$ cat config.mk
export PLATFORM = sky130hd
export DESIGN_NAME = pc_rx_rr_arbit
export DESIGN_NICKNAME = d
export VERILOG_FILES = /design/src/rtl/pc_rx_pkg.sv /design/src/rtl/pc_rx_rr_pick.sv /design/src/rtl/pc_rx_rr_arbit.sv
export SDC_FILE = /design/constraint.sdc
export NUM_CORES = 1
export LEC_CHECK = 0
export BUFFER_PORTS_ARGS = -buffer_cell sky130_fd_sc_hd__buf_2
export CAP_MARGIN = 20
export CORE_ASPECT_RATIO = 0.5
export CORE_MARGIN = 5
export CORE_UTILIZATION = 30
export CTS_BUF_LIST = sky130_fd_sc_hd__clkbuf_2 sky130_fd_sc_hd__clkbuf_4 sky130_fd_sc_hd__clkbuf_8
export DETAILED_ROUTE_END_ITERATION = 10
export GPL_TIMING_DRIVEN = 0
export HOLD_SLACK_MARGIN = 0.06
export PLACE_DENSITY_LB_ADDON = 0.05
export SETUP_SLACK_MARGIN = 0.2
export SLEW_MARGIN = 25
export SYNTH_ARGS = -nofsm -noshare
export SYNTH_HDL_FRONTEND = slang
export SYNTH_HIERARCHICAL = 1
export SYNTH_SLANG_ARGS = --single-unit
$ cat constraint.sdc
create_clock -name clk_sys -period 1.8 [get_ports clk_sys]
set_clock_uncertainty 0.15 [all_clocks]
set_input_delay 0 -clock clk_sys [delete_from_list [all_inputs] [get_ports clk_sys]]
set_output_delay 0 -clock clk_sys [all_outputs]
set_load 0.05 [all_outputs]
$ cat src/rtl/pc_rx_pkg.sv
// Shared definitions for the PC-receive frame-data read path.
// Holds the arbiter FSM state encoding, the user-count ceiling and the
// width of the grant index carried on arb_grant_id.
package pc_rx_pkg;

   typedef enum logic [1:0] {
      IDLE  = 2'b00,
      ARBIT = 2'b01,
      RDRAM = 2'b11
   } arb_state_t;

   localparam int unsigned NUM_USER_MAX = 8;
   localparam int unsigned GID_W        = 3;

endpackage

$ cat src/rtl/pc_rx_rr_pick.sv
// Combinational round-robin picker.
// Searches the request vector starting one past last_grant, wrapping modulo
// NUM_USER, and returns the first requester found.
//   req        : per-user request level
//   last_grant : index of the previous owner
//   grant      : selected user index (0 when nothing is requested)
//   any_req    : at least one request is pending
module pc_rx_rr_pick
   import pc_rx_pkg::*;
#(
   parameter int unsigned NUM_USER = 4
) (
   input  logic [NUM_USER-1:0] req,
   input  logic [GID_W-1:0]    last_grant,
   output logic [GID_W-1:0]    grant,
   output logic                any_req
);

   always_comb begin
      grant   = '0;
      any_req = 1'b0;
      // Offset 1 is tested first, so the earliest offset with a request wins.
      for (int unsigned ofs = 1; ofs <= NUM_USER; ofs++) begin
         for (int unsigned k = 0; k < NUM_USER; k++) begin
            if (!any_req && req[k] &&
                (((32'(last_grant) + ofs) % NUM_USER) == k)) begin
               grant   = GID_W'(k);
               any_req = 1'b1;
            end
         end
      end
   end

endmodule

$ cat src/rtl/pc_rx_rr_arbit.sv
// N-user round-robin read arbiter for the PC-receive frame-data BRAM.
// One user at a time owns the single BRAM read port; its address and read
// strobe are routed to the RAM and returned data is tagged with a per-user
// valid delayed by the BRAM read latency. A watchdog reclaims a grant whose
// owner never releases it.
//   clk_sys, rst_n    : system clock, asynchronous active-low reset
//   usr_rd_req/ack    : per-user request level / registered acknowledge
//   usr_rd_done       : per-user release pulse (owner only)
//   usr_rd_en/addr    : per-user read strobe and address
//   usr_rd_data/vld   : broadcast read data, per-user data valid
//   mux_ram_rd_*      : BRAM read port
//   arb_busy          : a grant is active (RDRAM)
//   arb_grant_id      : current / last granted user
//   arb_tmo           : one-cycle pulse when the watchdog releases a grant
module pc_rx_rr_arbit
   import pc_rx_pkg::*;
#(
   parameter int          U_DLY    = 1,
   parameter int unsigned NUM_USER = 4,
   parameter int unsigned ADDR_W   = 12,
   parameter int unsigned DATA_W   = 8,
   parameter int unsigned RD_LAT   = 1,
   parameter int unsigned TMO_MAX  = 4096
) (
   input  logic                         clk_sys,
   input  logic                         rst_n,
   input  logic [NUM_USER-1:0]          usr_rd_req,
   output logic [NUM_USER-1:0]          usr_rd_ack,
   input  logic [NUM_USER-1:0]          usr_rd_done,
   input  logic [NUM_USER-1:0]          usr_rd_en,
   input  logic [NUM_USER*ADDR_W-1:0]   usr_rd_addr,
   output logic [DATA_W-1:0]            usr_rd_data,
   output logic [NUM_USER-1:0]          usr_rd_vld,
   output logic                         mux_ram_rd_en,
   output logic [ADDR_W-1:0]            mux_ram_rd_addr,
   input  logic [DATA_W-1:0]            mux_ram_rd_data,
   output logic                         arb_busy,
   output logic [GID_W-1:0]             arb_grant_id,
   output logic                         arb_tmo
);

   localparam int unsigned TMO_W = (TMO_MAX > 0) ? $clog2(TMO_MAX + 1) : 1;

   // U_DLY is kept for instantiation compatibility; registers here carry no delay.
   if (NUM_USER < 2 || NUM_USER > NUM_USER_MAX || RD_LAT < 1 || RD_LAT > 3 ||
       U_DLY < 0) begin : g_param_chk
      $error("pc_rx_rr_arbit: parameter out of range");
   end

   arb_state_t           state;
   logic [GID_W-1:0]     grant;
   logic [GID_W-1:0]     last_grant;
   logic [GID_W-1:0]     pick_id;
   logic                 pick_any;
   logic [TMO_W-1:0]     tmo_cnt;
   logic                 tmo_hit;

   logic [NUM_USER-1:0]  grant_sel;
   logic [NUM_USER-1:0]  ack_nxt;
   logic [ADDR_W-1:0]    grant_addr;
   logic                 grant_en;
   logic                 grant_req;
   logic                 grant_done;

   logic [RD_LAT-1:0]    pipe_en;
   logic [GID_W-1:0]     pipe_id [RD_LAT];

   pc_rx_rr_pick #(
      .NUM_USER (NUM_USER)
   ) u_pick (
      .req        (usr_rd_req),
      .last_grant (last_grant),
      .grant      (pick_id),
      .any_req    (pick_any)
   );

   // Owner-side select; an index outside 0..NUM_USER-1 falls back to user 0.
   always_comb begin
      grant_sel    = '0;
      grant_sel[0] = 1'b1;
      grant_addr   = usr_rd_addr[ADDR_W-1:0];
      grant_en     = usr_rd_en[0];
      grant_req    = usr_rd_req[0];
      grant_done   = usr_rd_done[0];
      for (int unsigned k = 1; k < NUM_USER; k++) begin
         if (grant == GID_W'(k)) begin
            grant_sel    = '0;
            grant_sel[k] = 1'b1;
            grant_addr   = usr_rd_addr[k*ADDR_W +: ADDR_W];
            grant_en     = usr_rd_en[k];
            grant_req    = usr_rd_req[k];
            grant_done   = usr_rd_done[k];
         end
      end
   end

   assign ack_nxt         = (state == RDRAM && grant_req) ? grant_sel : '0;
   assign tmo_hit         = (TMO_MAX != 0) && (tmo_cnt == TMO_W'(TMO_MAX - 1));
   assign mux_ram_rd_addr = grant_addr;
   assign mux_ram_rd_en   = grant_en && (state == RDRAM);
   assign arb_busy        = (state == RDRAM);
   assign arb_grant_id    = grant;
   assign usr_rd_data     = mux_ram_rd_data;

   always_ff @(posedge clk_sys or negedge rst_n) begin
      if (!rst_n) begin
         state      <= IDLE;
         grant      <= '0;
         last_grant <= GID_W'(NUM_USER - 1);
         tmo_cnt    <= '0;
         usr_rd_ack <= '0;
         arb_tmo    <= 1'b0;
      end else begin
         arb_tmo    <= 1'b0;
         usr_rd_ack <= ack_nxt;
         case (state)
            IDLE: begin
               tmo_cnt <= '0;
               state   <= ARBIT;
            end
            ARBIT: begin
               tmo_cnt <= '0;
               if (pick_any) begin
                  grant      <= pick_id;
                  last_grant <= pick_id;
                  state      <= RDRAM;
               end
            end
            RDRAM: begin
               tmo_cnt <= tmo_cnt + TMO_W'(1);
               // A release on the last watchdog cycle is a normal release.
               if (grant_done) begin
                  state <= ARBIT;
               end else if (tmo_hit) begin
                  state   <= ARBIT;
                  arb_tmo <= 1'b1;
               end
            end
            default: state <= IDLE;
         endcase
      end
   end

   // Read-return tags; entries in flight finish even after the grant moves on.
   always_ff @(posedge clk_sys or negedge rst_n) begin
      if (!rst_n) begin
         pipe_en <= '0;
         for (int unsigned s = 0; s < RD_LAT; s++) begin
            pipe_id[s] <= '0;
         end
      end else begin
         pipe_en[0] <= mux_ram_rd_en;
         pipe_id[0] <= grant;
         for (int unsigned s = 1; s < RD_LAT; s++) begin
            pipe_en[s] <= pipe_en[s-1];
            pipe_id[s] <= pipe_id[s-1];
         end
      end
   end

   always_comb begin
      usr_rd_vld = '0;
      if (pipe_en[RD_LAT-1]) begin
         usr_rd_vld[0] = 1'b1;
         for (int unsigned k = 1; k < NUM_USER; k++) begin
            if (pipe_id[RD_LAT-1] == GID_W'(k)) begin
               usr_rd_vld    = '0;
               usr_rd_vld[k] = 1'b1;
            end
         end
      end
   end

endmodule

==> flow_summary.toml <==
[outcome]
outcome = "finished, final reports clean"

[power]
pwr-share-seq_pct = 15.9
power_frac_comb_pct = 75.2
leakage_nw = 1.63
power_per_cell_area_nw_per_um2 = 1840
peakVddDrop_mv = 1.17
switchingPower_mw = 3.03
clockPowerShare_pct = 8.9
swShare_pct = 47.2
p_int_mw = 3.39

[die]
fp.dieW_um = 126
die_h_um = 68.0
start_util_pct = 30.5
coreArea_um2 = 6620
io_pins = 104
die-area_um2 = 8570
placementRows = 21

[timing]
rsz0062_at_grt = "true"
slew_violations = 0
fin_crit_ns = 1.79
hold_viol_final = 0
worstMarginPinSlew_ns = 0.658
setup_slack_ns = 0.00793
finalCritPeriodShare_pct = 99.6
maxSlewHeadroom_pct = 56.1
setup_viol = 0
max_freq_ghz = 0.558
holdWs_ns = 0.111

[setup_path]
crit_start = "arb_grant_id[1]"
cpMostUsedCell = "buf_6"
cp.required_ns = 1.65
r2r_start = "tmo_cnt[0]"
crit_chain = "buf_6 > buf_12 > mux2i_2 > a221oi_4 > buf_6"
cp-start-kind = "flip-flop"
worstPathMaxFanout = 10
critPathSlowestCell = "dfrtp_2"
slowest_delay_ns = 0.43
path_buf_inv = 3
critPathKind = "flip-flop to output port"
cp_top_family = "buffers and inverters"
endpoint_kind = "output port"
worstPathArrival_ns = 1.64

[synthesis]
async_flop_share_pct = 100
yosys_warnings = 6
synth_nets = 306
synth_flop_cell = "dfrtp_1"
synth_area_um2 = 2020
synthDistinctLibCells = 44
syn_area_per_cell_um2 = 8.59
synth_cells = 235
ys_seq_area_share_pct = 36.1
ys_seq_elements = 29
synth_edf_count = 0

[grt]
gr-total-overflow = 0
antenna_found_initial = 0
grt_use_total_pct = 16.3
grt_first_pass_wirelength_mm = 11.1
grt_pass1_vias = 2414
grt_max_degree = 30

[routing]
ant_nets = 0
wirelength_mm = 6.97
avgViaCountPerCell = 4.80
wl_per_cell_um = 15.1
firstDrtPassIters = 4
drtIter0Drc = 71
drc_errors = 0
vias = 2216

[cts]
h-tree-depth = 2
clock-sinks = 29
cts_tree = "built"
cts_made_buffers = 5
cts_root_buf = "clkbuf_8"
clk_latency_ns = 0.28
clk_path_buf_depth = 2
clk_pin_slew_ns = 0.06

[layout]
diodes = 0
syn2layout_area_growth_pct = 72.9
layout.cells.non_filler = 462
final_util_pct = 52.7
nFillCells = 617
drive_gt1_share_pct = 56.8
stdcell_area_um2 = 3490
nets = 440

[placement]
port_buffers = 95
dpl.hpwl_mm = 4.96
gp_congestion = 0.774
preCtsSetupSlack_ns = -0.223
dpl.cell_count = 422
place_area_um2 = 2700

[worst_hold_path]
hold_path.class = "primary input to flip-flop"
min-delay-start = "usr_rd_req[2]"

[flow_run]
drv_cap = 0
-- worst paths after layout --
| path | to | slack (ns) | depth (start not counted) |
|---|---|---|---|
| hold reg to reg | pipe_id[0] | 0.36 | 1 |
| setup reg to reg | tmo_cnt[10] | 0.13 | 4 |
| max in group asynchronous | arb_grant_id[0] | 0.88 | 2 |
| min in group asynchronous | tmo_cnt[10] | 0.14 | 2 |
| hold / removal | last_grant[0] | 0.11 | 3 |
| setup / recovery | mux_ram_rd_addr[11] | 0.008 | 5 |
-- cell type report --
class | instances | area [um2] | share of cell area [%]
flip-flops and latches | 29 | 733 | 21.0
plain buffers | 24 | 235 | 6.74
clock buffers | 8 | 97.6 | 2.80
well taps | 92 | 115 | 3.30
inverters | 5 | 18.8 | 0.538
multi-input cells | 177 | 1380 | 39.7
repair buffers | 127 | 906 | 26.0
-- power by group through the flow --
stage / Clock, mW / Combinational [mW] / Sequential (mW)
after floorplan: 0 / 2.48 / 1.14
after global placement: 0 / 3.32 / 1.03
after detailed placement: 0 / 3.34 / 1.04
after CTS: 0.592 / 4.63 / 1.03
after global routing: 0.620 / 5.11 / 1.05
final: 0.574 / 4.82 / 1.02
-- registers in the layout, indices dropped and copies added, names as in the netlist --
signal        count
tmo_cnt          13
arb_tmo           1
usr_rd_ack        4
arb_grant_id      3
state             2
last_grant        2
pipe_id           3
pipe_en           1
-- kinds of logic (layout without fill, tap and decap cells) --
family          Yosys count  count (layout)  synth area share (%)
xor+xnor                  4               4                  1.74
flops                    29              29                  36.1
compound gates           51              51                  17.9
other cells               1               1                 0.186
buf+inv                  29             164                  8.18
mux                      22              22                  11.2
simple gates             98              98                  24.1
fa+ha+maj                 1               1                 0.620
-- cell usage in the layout, fill, tap and decap left out, drive strengths merged --
master,n
a221oi,2
clkbuf,12
a21o,1
ha,1
buf,141
o311ai,2
and4,1
nand2b,8
nand2,20
inv,5
xor2,3
or3,4
nand3,4
mux2,5
a21oi,18
a2111oi,1
o31ai,3
nor4,4
and3,1
dlygate4sd3,6
or4,2
o21ai,8
o221a,11
and2,1
nand4,5
nand3b,2
nor3b,2
o22ai,3
dfstp,2
nor2,39
and4b,1
xnor2,1
o21a,2
dfrtp,27
nor2b,4
conb,1
mux2i,17
-- synth_stat cells (3+ instances only) --
cell type   n  share of area (%)
buf_4      11                4.1
xor2_1      3                1.3
buf_2       6                1.5
clkbuf_1    5               0.93
mux2_2      5                2.8
o22ai_1     3               0.93
nor2b_1     3               0.93
dfrtp_1    27                 33
o221a_2    11                6.1
mux2i_1    17                8.4
o31ai_1     3                1.1
nand3_1     4               0.99
nand2b_1    8                2.5
o21ai_0     7                1.7
nor2_1     39                7.3
nand2_1    20                3.7
a21oi_1    18                4.5
nand4_1     4                1.2
nor4_1      4                1.2
inv_1       5               0.93
-- layer usage --
layer	up-vias	global-route usage [%]	share of wire [%]
met3	9	5.77	8.0
met5	-	0	0
li1	1101	-	-
met2	70	30.2	48
met4	0	5.48	1.3
met1	1036	17.8	43
-- what timing repair did --
item / CTS / global route
endpoints found under the hold margin: 35 / 0
resized for setup: 84 / 21
hold buffers: 6 / 0
cloned: 4 / 0
pin swaps: 10 / 7
buffers inserted: 17 / 5
endpoints found under the setup margin: 23 / 24
-- tightest hold or removal path: stages --
cell and delay, ns:
buf_2 0.13, o311ai_1 0.14, mux2_2 0.27
-- per-stage QoR --
step,power [mW],TNS (ns)
global placement,4.35,-0.871
finish,6.41,0
floorplan,3.62,-0.0799
global route,6.77,-0.223
CTS,6.26,-0.0312
detailed placement,4.39,-1.03
Note: power is estimated with default switching activity, not from simulation.
